==> src/rtl/rx_cmd_ctrl.sv <==
// rx_cmd_ctrl: parses UART RX command frames, drives the register
// file and ALU, and streams read/ALU results back to the TX side.
module rx_cmd_ctrl #(
  parameter int DATA_W = 8,
  parameter int ADDR_W = 4,
  parameter int ALU_W  = 16
) (
  input  logic              clk,
  input  logic              rest,
  input  logic              rx_d_valid,
  input  logic [DATA_W-1:0] rx_p_data,
  output logic              rf_wr_en,
  output logic              rf_rd_en,
  output logic [ADDR_W-1:0] rf_addr,
  output logic [DATA_W-1:0] rf_wr_data,
  input  logic [DATA_W-1:0] rf_rd_data,
  input  logic              rf_rd_valid,
  output logic              alu_en,
  output logic [3:0]        alu_fun,
  input  logic [ALU_W-1:0]  alu_out,
  input  logic              alu_out_valid,
  output logic              alu_clk_en,
  output logic [DATA_W-1:0] tx_data,
  output logic              tx_valid,
  input  logic              tx_busy,
  output logic              cmd_err
);

  localparam logic [3:0] IDLE     = 4'd0;
  localparam logic [3:0] WR_ADDR  = 4'd1;
  localparam logic [3:0] WR_DATA  = 4'd2;
  localparam logic [3:0] RD_ADDR  = 4'd3;
  localparam logic [3:0] RD_WAIT  = 4'd4;
  localparam logic [3:0] ALU_A    = 4'd5;
  localparam logic [3:0] ALU_B    = 4'd6;
  localparam logic [3:0] ALU_FUN  = 4'd7;
  localparam logic [3:0] ALU_WAIT = 4'd8;
  localparam logic [3:0] TX_RD    = 4'd9;
  localparam logic [3:0] TX_LO    = 4'd10;
  localparam logic [3:0] TX_GAP   = 4'd11;
  localparam logic [3:0] TX_HI    = 4'd12;

  localparam logic [DATA_W-1:0] OP_WR  = DATA_W'(8'hAA);
  localparam logic [DATA_W-1:0] OP_RD  = DATA_W'(8'hBB);
  localparam logic [DATA_W-1:0] OP_ALU = DATA_W'(8'hCC);
  localparam logic [DATA_W-1:0] OP_FUN = DATA_W'(8'hDD);

  logic [3:0]        state;
  logic              alu_start;
  logic [DATA_W-1:0] res_hi;
  logic              tx_acc;
  logic              rx_drop;

  assign tx_acc = tx_valid && !tx_busy;

  // Bytes that arrive while a result is pending or being sent are lost.
  assign rx_drop = rx_d_valid &&
                   (state == RD_WAIT || state == ALU_WAIT ||
                    state == TX_RD   || state == TX_LO    ||
                    state == TX_GAP  || state == TX_HI);

  always_ff @(posedge clk) begin
    if (rest) begin
      state      <= IDLE;
      alu_start  <= 1'b0;
      res_hi     <= '0;
      rf_wr_en   <= 1'b0;
      rf_rd_en   <= 1'b0;
      rf_addr    <= '0;
      rf_wr_data <= '0;
      alu_en     <= 1'b0;
      alu_fun    <= '0;
      alu_clk_en <= 1'b0;
      tx_data    <= '0;
      tx_valid   <= 1'b0;
      cmd_err    <= 1'b0;
    end else begin
      rf_wr_en  <= 1'b0;
      rf_rd_en  <= 1'b0;
      alu_en    <= alu_start;
      alu_start <= 1'b0;
      cmd_err   <= rx_drop;
      unique case (state)
        IDLE: begin
          if (rx_d_valid) begin
            unique case (1'b1)
              (rx_p_data == OP_WR):  state <= WR_ADDR;
              (rx_p_data == OP_RD):  state <= RD_ADDR;
              (rx_p_data == OP_ALU): state <= ALU_A;
              (rx_p_data == OP_FUN): state <= ALU_FUN;
              default:               cmd_err <= 1'b1;
            endcase
          end
        end
        WR_ADDR: begin
          if (rx_d_valid) begin
            rf_addr <= rx_p_data[ADDR_W-1:0];
            state   <= WR_DATA;
          end
        end
        WR_DATA: begin
          if (rx_d_valid) begin
            rf_wr_data <= rx_p_data;
            rf_wr_en   <= 1'b1;
            state      <= IDLE;
          end
        end
        RD_ADDR: begin
          if (rx_d_valid) begin
            rf_addr  <= rx_p_data[ADDR_W-1:0];
            rf_rd_en <= 1'b1;
            state    <= RD_WAIT;
          end
        end
        RD_WAIT: begin
          if (rf_rd_valid) begin
            tx_data  <= rf_rd_data;
            tx_valid <= 1'b1;
            state    <= TX_RD;
          end
        end
        ALU_A: begin
          if (rx_d_valid) begin
            rf_addr    <= '0;
            rf_wr_data <= rx_p_data;
            rf_wr_en   <= 1'b1;
            state      <= ALU_B;
          end
        end
        ALU_B: begin
          if (rx_d_valid) begin
            rf_addr    <= ADDR_W'(1);
            rf_wr_data <= rx_p_data;
            rf_wr_en   <= 1'b1;
            state      <= ALU_FUN;
          end
        end
        ALU_FUN: begin
          if (rx_d_valid) begin
            alu_fun    <= rx_p_data[3:0];
            alu_clk_en <= 1'b1;
            alu_start  <= 1'b1;
            state      <= ALU_WAIT;
          end
        end
        ALU_WAIT: begin
          if (alu_out_valid) begin
            tx_data    <= alu_out[DATA_W-1:0];
            res_hi     <= alu_out[ALU_W-1:DATA_W];
            tx_valid   <= 1'b1;
            alu_clk_en <= 1'b0;
            state      <= TX_LO;
          end
        end
        TX_RD: begin
          if (tx_acc) begin
            tx_valid <= 1'b0;
            state    <= IDLE;
          end
        end
        TX_LO: begin
          if (tx_acc) begin
            tx_valid <= 1'b0;
            state    <= TX_GAP;
          end
        end
        TX_GAP: begin
          tx_data  <= res_hi;
          tx_valid <= 1'b1;
          state    <= TX_HI;
        end
        TX_HI: begin
          if (tx_acc) begin
            tx_valid <= 1'b0;
            state    <= IDLE;
          end
        end
        default: state <= IDLE;
      endcase
    end
  end

endmodule

==> config.mk <==
export PLATFORM = sky130hd
export DESIGN_NAME = rx_cmd_ctrl
export DESIGN_NICKNAME = d
export VERILOG_FILES = /design/src/rtl/rx_cmd_ctrl.sv
export SDC_FILE = /design/constraint.sdc
export NUM_CORES = 1
export LEC_CHECK = 0
export BUFFER_PORTS_ARGS = -buffer_cell sky130_fd_sc_hd__buf_2
export CORE_UTILIZATION = 40
export DETAILED_ROUTE_END_ITERATION = 10
export PLACE_DENSITY_LB_ADDON = 0.3
export REMOVE_ABC_BUFFERS = 1
export SYNTH_ARGS = -nofsm -noshare
export SYNTH_HDL_FRONTEND = slang
export SYNTH_SLANG_ARGS = --single-unit
==> constraint.sdc <==
create_clock -name clk -period 1.6 [get_ports clk]
set_clock_uncertainty 0.2 [all_clocks]
set_input_delay 0.32 -clock clk [delete_from_list [all_inputs] [get_ports clk]]
set_output_delay 0.32 -clock clk [all_outputs]
set_load 0.05 [all_outputs]
==> impl_metrics.csv <==
group,metric,value,unit
yosys,ys_top_cells_by_count,"dfxtp_1 (43), nor2_1 (30), nand2_1 (21), mux2i_1 (20), a21oi_1 (17)",
pwr,p_total,0.00194,W
floorplan,die_w,74.9,um
detailed_routing,firstDrtPassIters,4,
worst_hold_path,hold_depth,3,
floorplan,initial_utilization,41.6,%
cells_and_area,nets,398,
worst_setup_path,worst_setup_path_start_kind,"flop",
detailed_routing,drtAntennaViolNets,0,
run_status,violations,"negative setup slack",
floorplan,die_area,5610,um^2
cells_and_area,drive_gt1_share,44.0,%
cells_and_area,syn_to_final_growth,47.8,%
grt,grt_first_pass_wirelength,9.07,mm
worst_setup_path,critPathMaxFanout,5,
clock_tree,htree_levels,2,
clock_tree,cts_buffers,5,
detailed_routing,wl,5.82,mm
yosys,syn-cell-area,2120,um^2
clock_tree,insertion_delay,300,ps
detailed_routing,via_count,2197,
sta,timing.final.crit_share,113,%
yosys,ys_seq_area_share,40.5,%
yosys,yosys_warnings,0,
sta,rsz0062_at_grt,"true",
worst_hold_path,hold_class,"in2reg",
yosys,synth_cell_types,41,
yosys,ys_seq_elements,43,
floorplan,die_height,74.9,um
yosys,async_reset_ff_share,0,%
detailed_routing,vias_per_cell,5.10,
clock_tree,clk_path_buf_depth,2,
worst_hold_path,holdCritStartpoint,"alu_out[15]",
grt,grt_max_degree,26,
sta,slew_headroom,78.1,%
floorplan,rows,26,
grt,antenna_found_initial,0,
pwr,vdd_drop_max,0.000530,V
sta,layout_setup_ws,-210,ps
clock_tree,cts.reportedPaths.clkPinSlew,80,ps
worst_setup_path,timing.rr.end,"state[0]",
floorplan,ios,68,
yosys,ys.flop_type,"dfxtp_1",
clock_tree,cts.sinks,43,
yosys,syn-instance-count,247,
placed_design,pre_cts_ws,-254,ps
detailed_routing,drt_iter0_drc,86,
detailed_routing,route.detailed.drc,0,
worst_setup_path,end_kind,"flop",
worst_setup_path,worstPathRequired,1620,ps
cells_and_area,diodes,0,
sta,setup_viol,24,
sta,maxSlewViolCount,0,
sta,period_needed,1810,ps
worst_setup_path,arrival,1830,ps
grt,grt.total_usage,21.4,%
worst_setup_path,ff2ff_setup_slack,-210,ps
worst_setup_path,path_class,"reg2reg",
worst_setup_path,reg2reg_depth,5,
yosys,synth.area.top_cells,"dfxtp_1 (41%), mux2i_1 (9.4%), nor2_1 (5.3%)",
yosys,synth_edf_count,0,
job,cap_violations,0,
floorplan,coreArea,5110,um^2
run_status,status,"complete, but fails checks",
sta,tightest_slew,328,ps
placed_design,place_area,2880,um^2
worst_hold_path,holdPathEnd,"res_hi[7]",
pwr,power_density,617,nW/um^2
clock_tree,cts_tree,"yes",
clock_tree,clock-root-buffer,"clkbuf_8",
yosys,synth_top_cell_area_share,40.5,%
pwr,leakage,1.50,nW
worst_setup_path,worstReg2RegStart,"state[0]",
placed_design,globalplace.congestion,0.929,
cells_and_area,finish.instance_area,3140,um^2
placed_design,hpwl,4.08,mm
sta,hold_violations,0,
yosys,avgSynthCellArea,8.60,um^2
grt,grt_pass1_vias,2031,
placed_design,port_buffers,67,
grt,gr-total-overflow,0,
sta,fmax,552,MHz
yosys,yosys.area.top_type,"dfxtp_1",
detailed_routing,routedWlPerCell,13.5,um
yosys,yosysMostFrequentCell,"dfxtp_1",
==> stage by stage <==
step                      util, %  hold slack, ps  cells  TNS, ps
after floorplan                 -             189    228   -18900
after CTS                    60.3            44.5    429    -1410
after detailed placement     56.3             242    417    -4350
final                        61.5            49.6    431    -1950
after global routing         61.5            51.8    431    -3910
after global placement       56.3             228    417    -3670
==> registers in the layout, indices dropped and copies added (netlist names) <==
signal	cells
alu_fun	4
alu_en	1
rf_wr_data	8
rf_addr	4
tx_valid	1
alu_clk_en	1
rf_wr_en	1
res_hi	8
state	4
alu_start	1
cmd_err	1
rf_rd_en	1
tx_data	8
==> worst max-delay path, cell delays in order (launching register included) <==
cell      delay [ps]
dfxtp_4          380
xor2_2           180
o21ai_2          160
o311ai_2         130
or4b_1           530
a21oi_1          150
==> layer usage <==
layer	vias up	global-route usage [%]	share of wire [%]
met4	0	9.22	1.8
met1	999	24.9	43
met2	76	37.6	50
met5	-	0	0
met3	10	4.82	5.3
li1	1112	-	-
==> cell type report <==
| type | instances | area (um^2) |
|---|---|---|
| Sequential cell | 43 | 876 |
| Timing Repair Buffer | 125 | 846 |
| Fill cell | 469 | 1970 |
| Clock buffer | 5 | 68.8 |
| Multi-Input combinational cell | 173 | 1190 |
| Clock inverter | 3 | 25.0 |
| Tap cell | 70 | 87.6 |
| Inverter | 12 | 47.5 |
==> cells in the final DEF, fill, tap and decap left out, drive strengths merged, types with 2 or more instances in the layout <==
cell type	count
a21oi	17
nor3	13
clkbuf	5
xnor2	3
a221o	8
nor2	31
nor2b	7
a211o	9
o31ai	2
buf	125
nand2	21
o21ai	5
and3	3
nor3b	2
nand3	6
inv	12
clkinv	2
dfxtp	43
nand2b	2
mux2i	20
o221ai	8
==> kinds of logic (layout without fill, tap and decap cells) <==
group	after synthesis	count (layout)	synth area share (%)
flops	43	43	40.5
buf+inv	31	145	6.77
simple gates	90	90	20.1
compound gates	59	59	21.5
mux	20	20	9.42
xor+xnor	4	4	1.65
==> how the worst max path moves through the flow <==
stage | startpoint | endpoint | slack [ps] | depth (start not counted)
floorplan | state[1] | state[0] | -710 | 5
global placement | rx_p_data[1] | state[0] | -220 | 6
detailed placement | rx_p_data[1] | state[0] | -250 | 6
CTS | state[3] | state[0] | -140 | 5
global route | state[0] | state[0] | -270 | 5
finish | state[0] | state[0] | -210 | 5
==> repair_timing <==
action	in CTS	in global routing
setup endpoints to repair	37	37
setup buffers	4	2
hold buffers	0	0
resized for setup	26	14
pin swaps	7	7
cloned	0	1
==> where the power goes <==
part	leakage, nW	internal [W]	switching (W)
Sequential	0.350	0.00106	0.00000115
Clock	0.0443	0.000312	0.000396
Combinational	1.11	0.0000798	0.0000821
(Power assumes the default switching activity.)
